**config.mk**
```make
export PLATFORM = sky130hd
export DESIGN_NAME = fetch_stage_flat
export DESIGN_NICKNAME = d
export VERILOG_FILES = /design/src/rtl/cpu_types_pkg.sv /design/src/rtl/fetch_stage_if.sv /design/src/rtl/fetch_target_sel.sv /design/src/rtl/fetch_stage.sv /design/src/flat_wrapper.sv
export SDC_FILE = /design/constraint.sdc
export NUM_CORES = 1
export LEC_CHECK = 0
export ABC_AREA = 1
export CORE_UTILIZATION = 25
export CTS_BUF_LIST = sky130_fd_sc_hd__clkbuf_16
export DETAILED_ROUTE_END_ITERATION = 10
export HOLD_SLACK_MARGIN = 0.1
export PLACE_DENSITY_LB_ADDON = 0.3
export SYNTH_ARGS = -nofsm -noshare
export SYNTH_HDL_FRONTEND = slang
export SYNTH_HIERARCHICAL = 1
export SYNTH_SLANG_ARGS = --single-unit
export TNS_END_PERCENT = 20
```
**constraint.sdc**
```tcl
create_clock -name CLK -period 2.4 [get_ports CLK]
set_input_delay 0.48 -clock CLK [delete_from_list [all_inputs] [get_ports CLK]]
set_output_delay 0.48 -clock CLK [all_outputs]
set_load 0.1 [all_outputs]
```
**src/rtl/cpu_types_pkg.sv**
```systemverilog
// Shared types for the MIPS pipeline front end: machine word, next-PC select
// codes and fetch FSM states.
package cpu_types_pkg;

    typedef logic [31:0] word_t;

    typedef enum logic [1:0] {
        PC4    = 2'd0,
        JUMP   = 2'd1,
        JR     = 2'd2,
        BRANCH = 2'd3
    } pcsel_t;

    typedef enum logic [1:0] {
        RUN    = 2'd0,
        PEND   = 2'd1,
        HALTED = 2'd2
    } fetch_state_t;

    localparam word_t PC_STEP = 32'd4;

endpackage

```
**src/rtl/fetch_stage_if.sv**
```systemverilog
// Bundle of icache, hazard-unit and decode-side signals around the fetch stage.
// Optional FETCH_STATS_EN adds the stall/redirect counters.
interface fetch_stage_if;
    logic        ihit;
    logic [31:0] iload;
    logic        imemREN;
    logic [31:0] imemaddr;
    logic        pcen;
    logic        deen;
    logic        deflush;
    logic [1:0]  PCSel;
    logic [25:0] jaddr;
    logic [31:0] jraddr;
    logic [31:0] baddr;
    logic        halt;
    logic [31:0] de_instr;
    logic [31:0] de_pcplus4;
    logic        de_valid;
    logic        halted;
`ifdef FETCH_STATS_EN
    logic [31:0] stall_cnt;
    logic [31:0] redir_cnt;
`endif

    // The fetch stage itself.
    modport master (
        input  ihit, iload, pcen, deen, deflush, PCSel, jaddr, jraddr, baddr, halt,
`ifdef FETCH_STATS_EN
        output stall_cnt, redir_cnt,
`endif
        output imemREN, imemaddr, de_instr, de_pcplus4, de_valid, halted
    );

    // The surrounding pipeline (icache, hazard unit, decode).
    modport slave (
        output ihit, iload, pcen, deen, deflush, PCSel, jaddr, jraddr, baddr, halt,
`ifdef FETCH_STATS_EN
        input  stall_cnt, redir_cnt,
`endif
        input  imemREN, imemaddr, de_instr, de_pcplus4, de_valid, halted
    );
endinterface

```
**src/rtl/fetch_target_sel.sv**
```systemverilog
// Combinational next-PC selection: PC+4, jump, jr or branch target.
module fetch_target_sel
    import cpu_types_pkg::*;
(
    input  word_t       pc,
    input  pcsel_t      pcsel,
    input  logic [25:0] jaddr,
    input  word_t       jraddr,
    input  word_t       baddr,
    input  logic [3:0]  de_region,   // de_pcplus4[31:28], the jump region
    output word_t       target
);

    always_comb begin
        // NOTE: assign a default first so no path through the case infers a latch.
        target = pc + PC_STEP;
        case (pcsel)
            PC4:     target = pc + PC_STEP;
            JUMP:    target = {de_region, jaddr, 2'b00};
            JR:      target = jraddr;
            BRANCH:  target = baddr;
            default: target = pc + PC_STEP;
        endcase
    end

endmodule

```
**src/rtl/fetch_stage.sv**
```systemverilog
// Instruction-fetch stage: PC register, icache request, IF/ID latch and the
// stalled-redirect FSM. Define FETCH_STATS_EN for stall/redirect counters.
module fetch_stage
    import cpu_types_pkg::*;
#(
    parameter word_t RESET_PC = 32'h0000_0000
) (
    input  logic          CLK,
    input  logic          RST,
    fetch_stage_if.master bus
);

    fetch_state_t state;
    word_t        pc;
    word_t        redir_q;
    word_t        target;
    word_t        de_instr_q;
    word_t        de_pcplus4_q;
    logic         de_valid_q;
    logic         halted_q;
    logic         imem_ren_q;
    pcsel_t       sel;

    assign sel = pcsel_t'(bus.PCSel);

    fetch_target_sel u_target_sel (
        .pc        (pc),
        .pcsel     (sel),
        .jaddr     (bus.jaddr),
        .jraddr    (bus.jraddr),
        .baddr     (bus.baddr),
        .de_region (de_pcplus4_q[31:28]),
        .target    (target)
    );

    // NOTE: sequential state uses non-blocking assignments so every register
    // samples the pre-edge values, independent of statement order.
    always_ff @(posedge CLK) begin
        if (RST) begin
            state      <= RUN;
            pc         <= RESET_PC;
            redir_q    <= '0;
            halted_q   <= 1'b0;
            imem_ren_q <= 1'b1;
        end else if (bus.halt) begin
            state      <= HALTED;
            halted_q   <= 1'b1;
            imem_ren_q <= 1'b0;
        end else begin
            case (state)
                RUN: begin
                    if (bus.pcen) begin
                        pc <= target;
                    end else if (sel != PC4) begin
                        redir_q <= target;
                        state   <= PEND;
                    end
                end
                PEND: begin
                    if (bus.pcen) begin
                        pc    <= (sel != PC4) ? target : redir_q;
                        state <= RUN;
                    end else if (sel != PC4) begin
                        redir_q <= target;
                    end
                end
                default: ;   // HALTED: frozen until reset
            endcase
        end
    end

    // IF/ID latch; frozen once halted, and a retiring halt blocks new loads.
    always_ff @(posedge CLK) begin
        if (RST) begin
            de_instr_q   <= '0;
            de_pcplus4_q <= '0;
            de_valid_q   <= 1'b0;
        end else if (state != HALTED) begin
            if (bus.deflush) begin
                de_instr_q <= '0;
                de_valid_q <= 1'b0;
            end else if (bus.deen && !bus.halt) begin
                de_instr_q   <= bus.iload;
                de_pcplus4_q <= pc + PC_STEP;
                de_valid_q   <= bus.ihit;
            end
        end
    end

    assign bus.imemREN    = imem_ren_q;
    assign bus.imemaddr   = pc;
    assign bus.halted     = halted_q;
    assign bus.de_instr   = de_instr_q;
    assign bus.de_pcplus4 = de_pcplus4_q;
    assign bus.de_valid   = de_valid_q;

`ifdef FETCH_STATS_EN
    word_t stall_cnt_q;
    word_t redir_cnt_q;
    logic  redir_apply;

    assign redir_apply = !bus.halt && bus.pcen &&
                         ((state == RUN && sel != PC4) || state == PEND);

    always_ff @(posedge CLK) begin
        if (RST) begin
            stall_cnt_q <= '0;
            redir_cnt_q <= '0;
        end else begin
            if (imem_ren_q && !bus.ihit) stall_cnt_q <= stall_cnt_q + 32'd1;
            if (redir_apply)             redir_cnt_q <= redir_cnt_q + 32'd1;
        end
    end

    assign bus.stall_cnt = stall_cnt_q;
    assign bus.redir_cnt = redir_cnt_q;
`endif

endmodule

```
**src/flat_wrapper.sv**
```systemverilog
// flat-port wrapper written by rule: the top's interface ports become plain ports
module fetch_stage_flat import cpu_types_pkg::*;
#(
    parameter word_t RESET_PC = 32'h0000_0000
)
  (CLK, RST, bus_ihit, bus_iload, bus_pcen, bus_deen, bus_deflush, bus_PCSel, bus_jaddr, bus_jraddr, bus_baddr, bus_halt, bus_imemREN, bus_imemaddr, bus_de_instr, bus_de_pcplus4, bus_de_valid, bus_halted);
  fetch_stage_if bus_i ();
  input  logic CLK;
  input  logic RST;
  input wire logic [$bits(bus_i.ihit)-1:0] bus_ihit;
  input wire logic [$bits(bus_i.iload)-1:0] bus_iload;
  input wire logic [$bits(bus_i.pcen)-1:0] bus_pcen;
  input wire logic [$bits(bus_i.deen)-1:0] bus_deen;
  input wire logic [$bits(bus_i.deflush)-1:0] bus_deflush;
  input wire logic [$bits(bus_i.PCSel)-1:0] bus_PCSel;
  input wire logic [$bits(bus_i.jaddr)-1:0] bus_jaddr;
  input wire logic [$bits(bus_i.jraddr)-1:0] bus_jraddr;
  input wire logic [$bits(bus_i.baddr)-1:0] bus_baddr;
  input wire logic [$bits(bus_i.halt)-1:0] bus_halt;
  output wire logic [$bits(bus_i.imemREN)-1:0] bus_imemREN;
  output wire logic [$bits(bus_i.imemaddr)-1:0] bus_imemaddr;
  output wire logic [$bits(bus_i.de_instr)-1:0] bus_de_instr;
  output wire logic [$bits(bus_i.de_pcplus4)-1:0] bus_de_pcplus4;
  output wire logic [$bits(bus_i.de_valid)-1:0] bus_de_valid;
  output wire logic [$bits(bus_i.halted)-1:0] bus_halted;
  assign bus_i.ihit = bus_ihit;
  assign bus_i.iload = bus_iload;
  assign bus_i.pcen = bus_pcen;
  assign bus_i.deen = bus_deen;
  assign bus_i.deflush = bus_deflush;
  assign bus_i.PCSel = bus_PCSel;
  assign bus_i.jaddr = bus_jaddr;
  assign bus_i.jraddr = bus_jraddr;
  assign bus_i.baddr = bus_baddr;
  assign bus_i.halt = bus_halt;
  assign bus_imemREN = bus_i.imemREN;
  assign bus_imemaddr = bus_i.imemaddr;
  assign bus_de_instr = bus_i.de_instr;
  assign bus_de_pcplus4 = bus_i.de_pcplus4;
  assign bus_de_valid = bus_i.de_valid;
  assign bus_halted = bus_i.halted;
  fetch_stage #(.RESET_PC(RESET_PC)) u_core (.CLK(CLK), .RST(RST), .bus(bus_i));
endmodule
```
==> qor.yml, run 1 <==
synth:
  ys.flop_type: "dfxtp_1"
  synth_top_area_cell: "dfxtp_1"
  synthCells: 1273
  synth-edff-count: 0
  async_reset_ff_share_pct: 0
  ys_warn_count: 6
  synth_area_um2: 7950
  synth_fp_nets: 1406
  ys_ff_latch: 133
  synth_cell_types: 39
  avgSynthCellArea_um2: 6.24
  synth_area_leaders: "dfxtp_1 34%, nand2_1 16%, nor2_1 11%, a21oi_1 8.3%, inv_1 4.6%"
  synth_top_area_share_pct: 33.5
  synth-seq-area-share_pct: 33.5
cts:
  cts_tree: "done"
  clock_latency_ns: 0.43
  cts_buffers: 17
  clk_pin_slew_ns: 0.07
  htree_num_levels: 4
  ctsResizeCount: 0
  cts_hold_buf: 0
  clock_sinks: 133
  clockBufferDepth: 2
  cts-root-buf: "clkbuf_16"
  postCtsSetupBuffers: 0
critical_path:
  worstPathArrival_ns: 2.38
  critPathKind: "reg2reg"
  crit_fanout: 6
  end_kind: "flop"
  start_kind: "flop"
  required_ns: 2.70
floorplanning:
  core_area_um2: 30900
  die-area_um2: 32500
  die_h_um: 180
  start_util_pct: 25.7
  ios: 230
  die_w_um: 180
  row_count: 64
run_status:
  status: "complete, no violations"
timing:
  period_minus_slack_ns: 2.08
  period_share_pct: 86.6
  relSlewSlack_pct: 69.8
  max_freq_mhz: 481
  rsz0062_at_grt: "no"
  clock-skew-final_ns: 0.00919
  tightest_slew_ns: 0.453
  hold_viol_final: 0
  drv_slew: 0
  setup_viol: 0
  whs_ns: 0.449
grt:
  grt_max_degree: 86
  grt_overflow_total: 0
  antenna_found_initial: 0
  grt.total_usage_pct: 17.5
  grt_pass1_vias: 8089
  grt_pass1_wl_um: 44700
pwr:
  netSwitchingFraction_pct: 34.5
  power_mw: 6.75
  p_switching_mw: 2.33
  power_density_nw_per_um2: 603
  p_comb_share_pct: 24.0
  clkPwrFrac_pct: 40.0
  p_int_mw: 4.42
  p_seq_share_pct: 36.0
  p_leak_nw: 4.55
  vdd_drop_max_v: 0.000466
route:
  wire_per_inst_um: 15.0
  drc_errors: 0
  drt_wl_total_um: 28600
  antenna_left: 0
  drtIter0Drc: 565
  drt-vias-per-instance: 4.63
  via_count: 8813
  first_pass_iters: 8
place:
  portBuffers: 229
  place_congestion: 0.858
  placed_cell_area_um2: 10600
  dp_hpwl_um: 20500
cells_and_area:
  final_area_um2: 11200
  drive_above_1_share_pct: 14.3
  mostFrequentLayoutCells: "348 x nand2_1, 228 x nor2_1, 130 x a21oi_1, 129 x clkdlybuf4s50_1, 126 x buf_4"
  multi_input_area_um2: 4610
  diodes: 0
  nets: 1627
  fillCellCount: 3304
  utilization_pct: 36.2
  syn2layout_area_growth_pct: 40.9
  layout.cells.most_common: "nand2_1"
  regArea_um2: 2670
flow_run:
  max-cap-violations: 0
worst_hold_path:
  hold_path.class: "reg2reg"
## registers in the layout, indices dropped and copies added (netlist names)
register               cells
u_core/state               2
u_core/bus.imemREN         1
u_core/bus.de_pcplus4     32
u_core/bus.de_instr       32
u_core/redir_q            32
u_core/bus.de_valid        1
u_core/bus.halted          1
u_core/bus.imemaddr       32
## stage by stage
stage / std cells / setup WS, ns / TNS, ns
after floorplan: 1273 / 0.0115 / 0
after global placement: 1871 / 0.0224 / 0
after detailed placement: 1871 / -0.0481 / -0.299
after CTS: 1903 / 0.340 / 0
after global routing: 1903 / 0.0149 / 0
final: 1903 / 0.322 / 0
## power groups by stage
stage / combinational [mW] / sequential, mW / clock, mW
2_1_floorplan: 0.535 / 2.97 / 0
3_3_place_gp: 1.61 / 2.47 / 0
3_5_place_dp: 1.62 / 2.48 / 0
4_1_cts: 1.63 / 2.43 / 2.78
5_1_grt: 1.73 / 2.44 / 2.89
6_report: 1.62 / 2.43 / 2.70
## worst max-delay path: stages, from the launching register on
cell and delay, ns:
dfxtp_1 0.54, nand2_1 0.16, nor2_1 0.21, nand2_1 0.10
nor2_2 0.23, nand2_1 0.08, nand2_1 0.06, nand2_1 0.06
nand2_1 0.09, nand2_1 0.08, nor2_1 0.10, a21oi_1 0.06
a21oi_1 0.14, nor2_1 0.05
## synthesized netlist by cell type (2+ instances only)
master,n
nand2_2,5
nand2_4,2
nor2_2,6
clkbuf_1,33
nand2b_1,33
a21boi_0,3
xnor2_1,7
o21ai_1,7
a21oi_1,131
buf_4,4
inv_1,98
xor2_1,7
nand3_1,41
nor2_8,3
a22o_1,19
or2_2,5
nand4_1,8
nand2_1,348
nor2_1,232
dfxtp_1,133
nor2_4,6
o21ai_0,56
buf_1,5
a31oi_1,33
nor3_1,2
ha_1,2
inv_2,2
buf_6,7
and2_1,5
nand3b_1,7
buf_2,15
## final cells by class
class	count	area share, %
multi-input combinational	976	41.2
sequential	133	23.9
timing repair buffer	266	21.8
tap	396	4.43
clock buffer	17	3.80
inverter	100	3.35
clock inverter	15	1.52
## logic make-up (layout without fill, tap and decap cells)
kind of cell	Yosys count	in the layout	share of synthesized area, %
flops	133	133	33.5
compound gates	253	253	17.7
buf+inv	164	398	8.83
xor+xnor	15	15	1.75
fa+ha+maj	2	2	0.315
simple gates	706	706	37.9
## routing by layer
| metal | up-vias | wire (um) | track usage [%] | share of wire (%) |
|---|---|---|---|---|
| met3 | 26 | 1600 | 3.13 | 5.6 |
| met1 | 3992 | 13200 | 23.1 | 46 |
| met2 | 269 | 13300 | 28.9 | 47 |
| met4 | 0 | 435 | 5.09 | 1.5 |
| li1 | 4526 | - | - | - |
| met5 | - | 0 | 0 | 0 |
## path summary, 6_finish.rpt
kind                                        start                         endpoint  slack (ns)  cells after the start
max          u_core/bus.imemaddr[11]$_SDFFE_PP0P_  u_core/redir_q[24]$_SDFFE_PP0P_        0.32                     13
min               u_core/bus.imemREN$_SDFFE_PP1P_  u_core/bus.imemREN$_SDFFE_PP1P_        0.45                      2
max reg2reg  u_core/bus.imemaddr[11]$_SDFFE_PP0P_  u_core/redir_q[24]$_SDFFE_PP0P_        0.32                     13
min reg2reg       u_core/bus.imemREN$_SDFFE_PP1P_  u_core/bus.imemREN$_SDFFE_PP1P_        0.45                      2
No activity file was read; power rests on OpenSTA's default activity.
==> inputs of run 2 (changes only) <==
--- a/config.mk
+++ b/config.mk
@@ -6,6 +6,7 @@
 export NUM_CORES = 1
 export LEC_CHECK = 0
 export ABC_AREA = 1
+export CORE_MARGIN = 5
 export CORE_UTILIZATION = 25
 export CTS_BUF_LIST = sky130_fd_sc_hd__clkbuf_16
 export DETAILED_ROUTE_END_ITERATION = 10
@@ -13,6 +14,5 @@
 export PLACE_DENSITY_LB_ADDON = 0.3
 export SYNTH_ARGS = -nofsm -noshare
 export SYNTH_HDL_FRONTEND = slang
-export SYNTH_HIERARCHICAL = 1
 export SYNTH_SLANG_ARGS = --single-unit
 export TNS_END_PERCENT = 20
==> run 2 against run 1 <==
Compared with the run above:
- utilization increased by 0.67 points
- largest power group unchanged
- synthesized cell count decreased by 21%
- global-route usage decreased by 1.2 points
==> qor.yml, run 2 <==
route:
  via_count: 7353  # -17%
  drt_wl_total_um: 25300  # -11%
  drc_errors: 0  # unchanged
  drt-vias-per-instance: 4.68  # +1.0%
  antenna_left: 0  # unchanged
  first_pass_iters: 5  # -3
  wire_per_inst_um: 16.1  # +7.1%
  drtIter0Drc: 567  # +0.35%
cts:
  htree_num_levels: 4  # unchanged
  cts_hold_buf: 0  # unchanged
  cts_tree: "done"
  postCtsSetupBuffers: 0  # unchanged
  cts_buffers: 17  # unchanged
  clock_latency_ns: 0.42  # about the same
  clk_pin_slew_ns: 0.06  # about the same
  cts-root-buf: "clkbuf_16"
  ctsResizeCount: 0  # unchanged
  clock_sinks: 133  # unchanged
  clockBufferDepth: 2  # unchanged
synth:
  synth_fp_nets: 1134  # -19%
  synth_common_cells: "256 x nand2_1, 133 x dfxtp_1, 133 x nor2_1"
  ys_warn_count: 0  # -6
  synth_area_leaders: "dfxtp_1 39%, nand2_1 14%, o21ai_0 7.6%, nor2_1 7.3%, a21oi_1 6.6%"
  synth_area_um2: 6810  # -14%
  synth_top_area_share_pct: 39.1  # +5.6 points
  ys_ff_latch: 133  # unchanged
  async_reset_ff_share_pct: 0  # unchanged
  synth-seq-area-share_pct: 39.1  # +5.6 points
  avgSynthCellArea_um2: 6.79  # +8.8%
  yosysMostFrequentCell: "nand2_1"
  synth_top_area_cell: "dfxtp_1"
  synth-edff-count: 0  # unchanged
  ys.flop_type: "dfxtp_1"
  synth_cell_types: 35  # -10%
  synthCells: 1002  # -21%
timing:
  hold_viol_final: 0  # unchanged
  whs_ns: 0.456  # +0.00761 ns
  max_freq_mhz: 524  # +8.8%
  fin_tns_setup_ns: 0  # unchanged
  drv_slew: 0  # unchanged
  relSlewSlack_pct: 73.3  # +3.5 points
  period_share_pct: 79.6  # -7.0 points
  rsz0062_at_grt: "no"
  clock-skew-final_ns: 0.0134  # +0.00422 ns
  tightest_slew_ns: 0.400  # -0.0528 ns
  setup_viol: 0  # unchanged
  period_minus_slack_ns: 1.91  # -0.168 ns
cells_and_area:
  drive_above_1_share_pct: 15.8  # +1.4 points
  nets: 1350  # -17%
  fillCellCount: 2880  # -13%
  layout.cells.most_common: "nand2_1"
  mostFrequentLayoutCells: "256 x nand2_1, 133 x nor2_1, 133 x dfxtp_1, 129 x clkdlybuf4s50_1, 120 x buf_4"
  syn2layout_area_growth_pct: 45.7
  diodes: 0  # unchanged
critical_path:
  crit_slowest_cell: "dfxtp_1"
  startpoint: "u_core.bus.imemaddr[2]$_SDFFE_PP0P_"
  crit_fanout: 7  # +1
  cp_slowest_stage_delay_ns: 0.51  # -0.03 ns
  path_buf_inv: 1  # +1
  rrSetupSlack_ns: 0.49  # +0.17 ns
  required_ns: 2.76  # +0.06 ns
  end_kind: "flop"
  crit_family: "simple AND/OR/NAND/NOR gates"
  start_kind: "flop"
  reg2reg_from: "u_core.bus.imemaddr[2]$_SDFFE_PP0P_"
  reg2reg_depth: 8  # -5
  critPathKind: "reg2reg"
  path_cells: "ha_1 -> inv_1 -> nor2_8 -> nand2_2 -> nor2_4 -> xor2_1 -> nand2_1 -> a21oi_1"
  worstPathArrival_ns: 2.27  # -0.11 ns
  reg2reg_to: "u_core.bus.imemaddr[16]$_SDFFE_PP0P_"
worst_hold_path:
  hold_path.class: "reg2reg"
  min_path_cells: 2  # unchanged
  min_to: "u_core.redir_q[0]$_SDFFE_PP0P_"
  hp-start: "u_core.redir_q[0]$_SDFFE_PP0P_"
grt:
  grt_max_degree: 59  # -31%
  grt_pass1_wl_um: 40000  # -11%
  grt_overflow_total: 0  # unchanged
  grt.total_usage_pct: 16.3  # -1.2 points
  antenna_found_initial: 0  # unchanged
  grt_pass1_vias: 6978  # -14%
place:
  dp_hpwl_um: 19300  # -5.7%
  portBuffers: 229  # unchanged
  place_congestion: 0.900  # +5.0%
floorplanning:
  ios: 230  # unchanged
  die-area_um2: 30600  # -5.8%
  die_h_um: 175  # -2.9%
  die_w_um: 175  # -2.9%
  start_util_pct: 25.3  # -0.39 points
  core_area_um2: 26900  # -13%
  row_count: 60  # -6.3%
run_status:
  status: "complete, no violations"
pwr:
  power_mw: 6.64  # -1.6%
  p_leak_nw: 4.15  # -8.8%
  vdd_drop_max_v: 0.000447  # -4.0%
  power_density_nw_per_um2: 670  # +11%
flow_run:
  max-cap-violations: 0  # unchanged
[run 2: cell count changes after synthesis, sizes merged, moves of 8 or more]
cell    delta
nor2      -98
nand2     -91
o211ai    +54
o21ai     +45
a21oi     -41
nand2b    -33
a31oi     -24
inv       -21
a22o      -19
nand3     -18
nand4      -8
[run 2: layout make-up]
class | count | area [um2] | share of cell area (%)
flip-flops and latches | 133 | 2660 | 26.9
clock buffers | 17 | 425 | 4.29
clock inverters | 15 | 204 | 2.06
inverters | 79 | 297 | 2.99
repair buffers | 256 | 2320 | 23.4
well taps | 341 | 427 | 4.30
multi-input cells | 731 | 3580 | 36.1
[run 2: metal layers]
layer / wire, um / GRT usage, % / vias up
met5: 0 / 0 / -
met4: 327 / 3.99 / 0
met3: 2150 / 4.48 / 19
met2: 10600 / 24.4 / 309
met1: 12300 / 23.3 / 3305
li1: - / - / 3720
[run 2: per-stage QoR]
stage	worst slack, ns	std cells	util (%)	instance area [um2]
floorplan	0.136	1002	-	6810
global placement	0.238	1540	34.5	9290
detailed placement	0.218	1540	34.5	9290
CTS	0.502	1572	36.9	9910
global route	0.362	1572	36.9	9910
finish	0.490	1572	36.9	9910
[run 2: power breakdown]
part	internal (mW)	switching [mW]
Combinational	0.449	0.973
Sequential	2.32	0.103
Clock	1.75	1.05
[run 2: worst register-to-register path, stage by stage, from the launching register on]
cell and delay (ns):
dfxtp_1 0.51, ha_1 0.25, inv_1 0.10, nor2_8 0.18
nand2_2 0.11, nor2_4 0.16, xor2_1 0.27, nand2_1 0.14
a21oi_1 0.13
[run 2: logic make-up (layout without fill, tap and decap cells)]
kind of cell	after synthesis	after routing	synth area share [%]
buffers and inverters	138	367	8.24
AO/OA/AOI/OAI	270	270	22.4
XOR/XNOR	15	15	2.26
flip-flops	133	133	39.1
adder cells (fa/ha/maj)	1	1	0.184
AND/OR/NAND/NOR	445	445	27.8
[run 2: worst max-delay path by stage]
| stage | end | slack [ns] | depth (start not counted) |
|---|---|---|---|
| after floorplan | u_core.bus.de_pcplus4[24]$_SDFFE_PP0P_ | 0.14 | 10 |
| after global placement | u_core.bus.imemaddr[14]$_SDFFE_PP0P_ | 0.24 | 8 |
| after detailed placement | u_core.bus.imemaddr[14]$_SDFFE_PP0P_ | 0.22 | 8 |
| after CTS | u_core.bus.imemaddr[16]$_SDFFE_PP0P_ | 0.50 | 8 |
| after global routing | u_core.bus.imemaddr[16]$_SDFFE_PP0P_ | 0.36 | 8 |
| final | u_core.bus.imemaddr[16]$_SDFFE_PP0P_ | 0.49 | 8 |
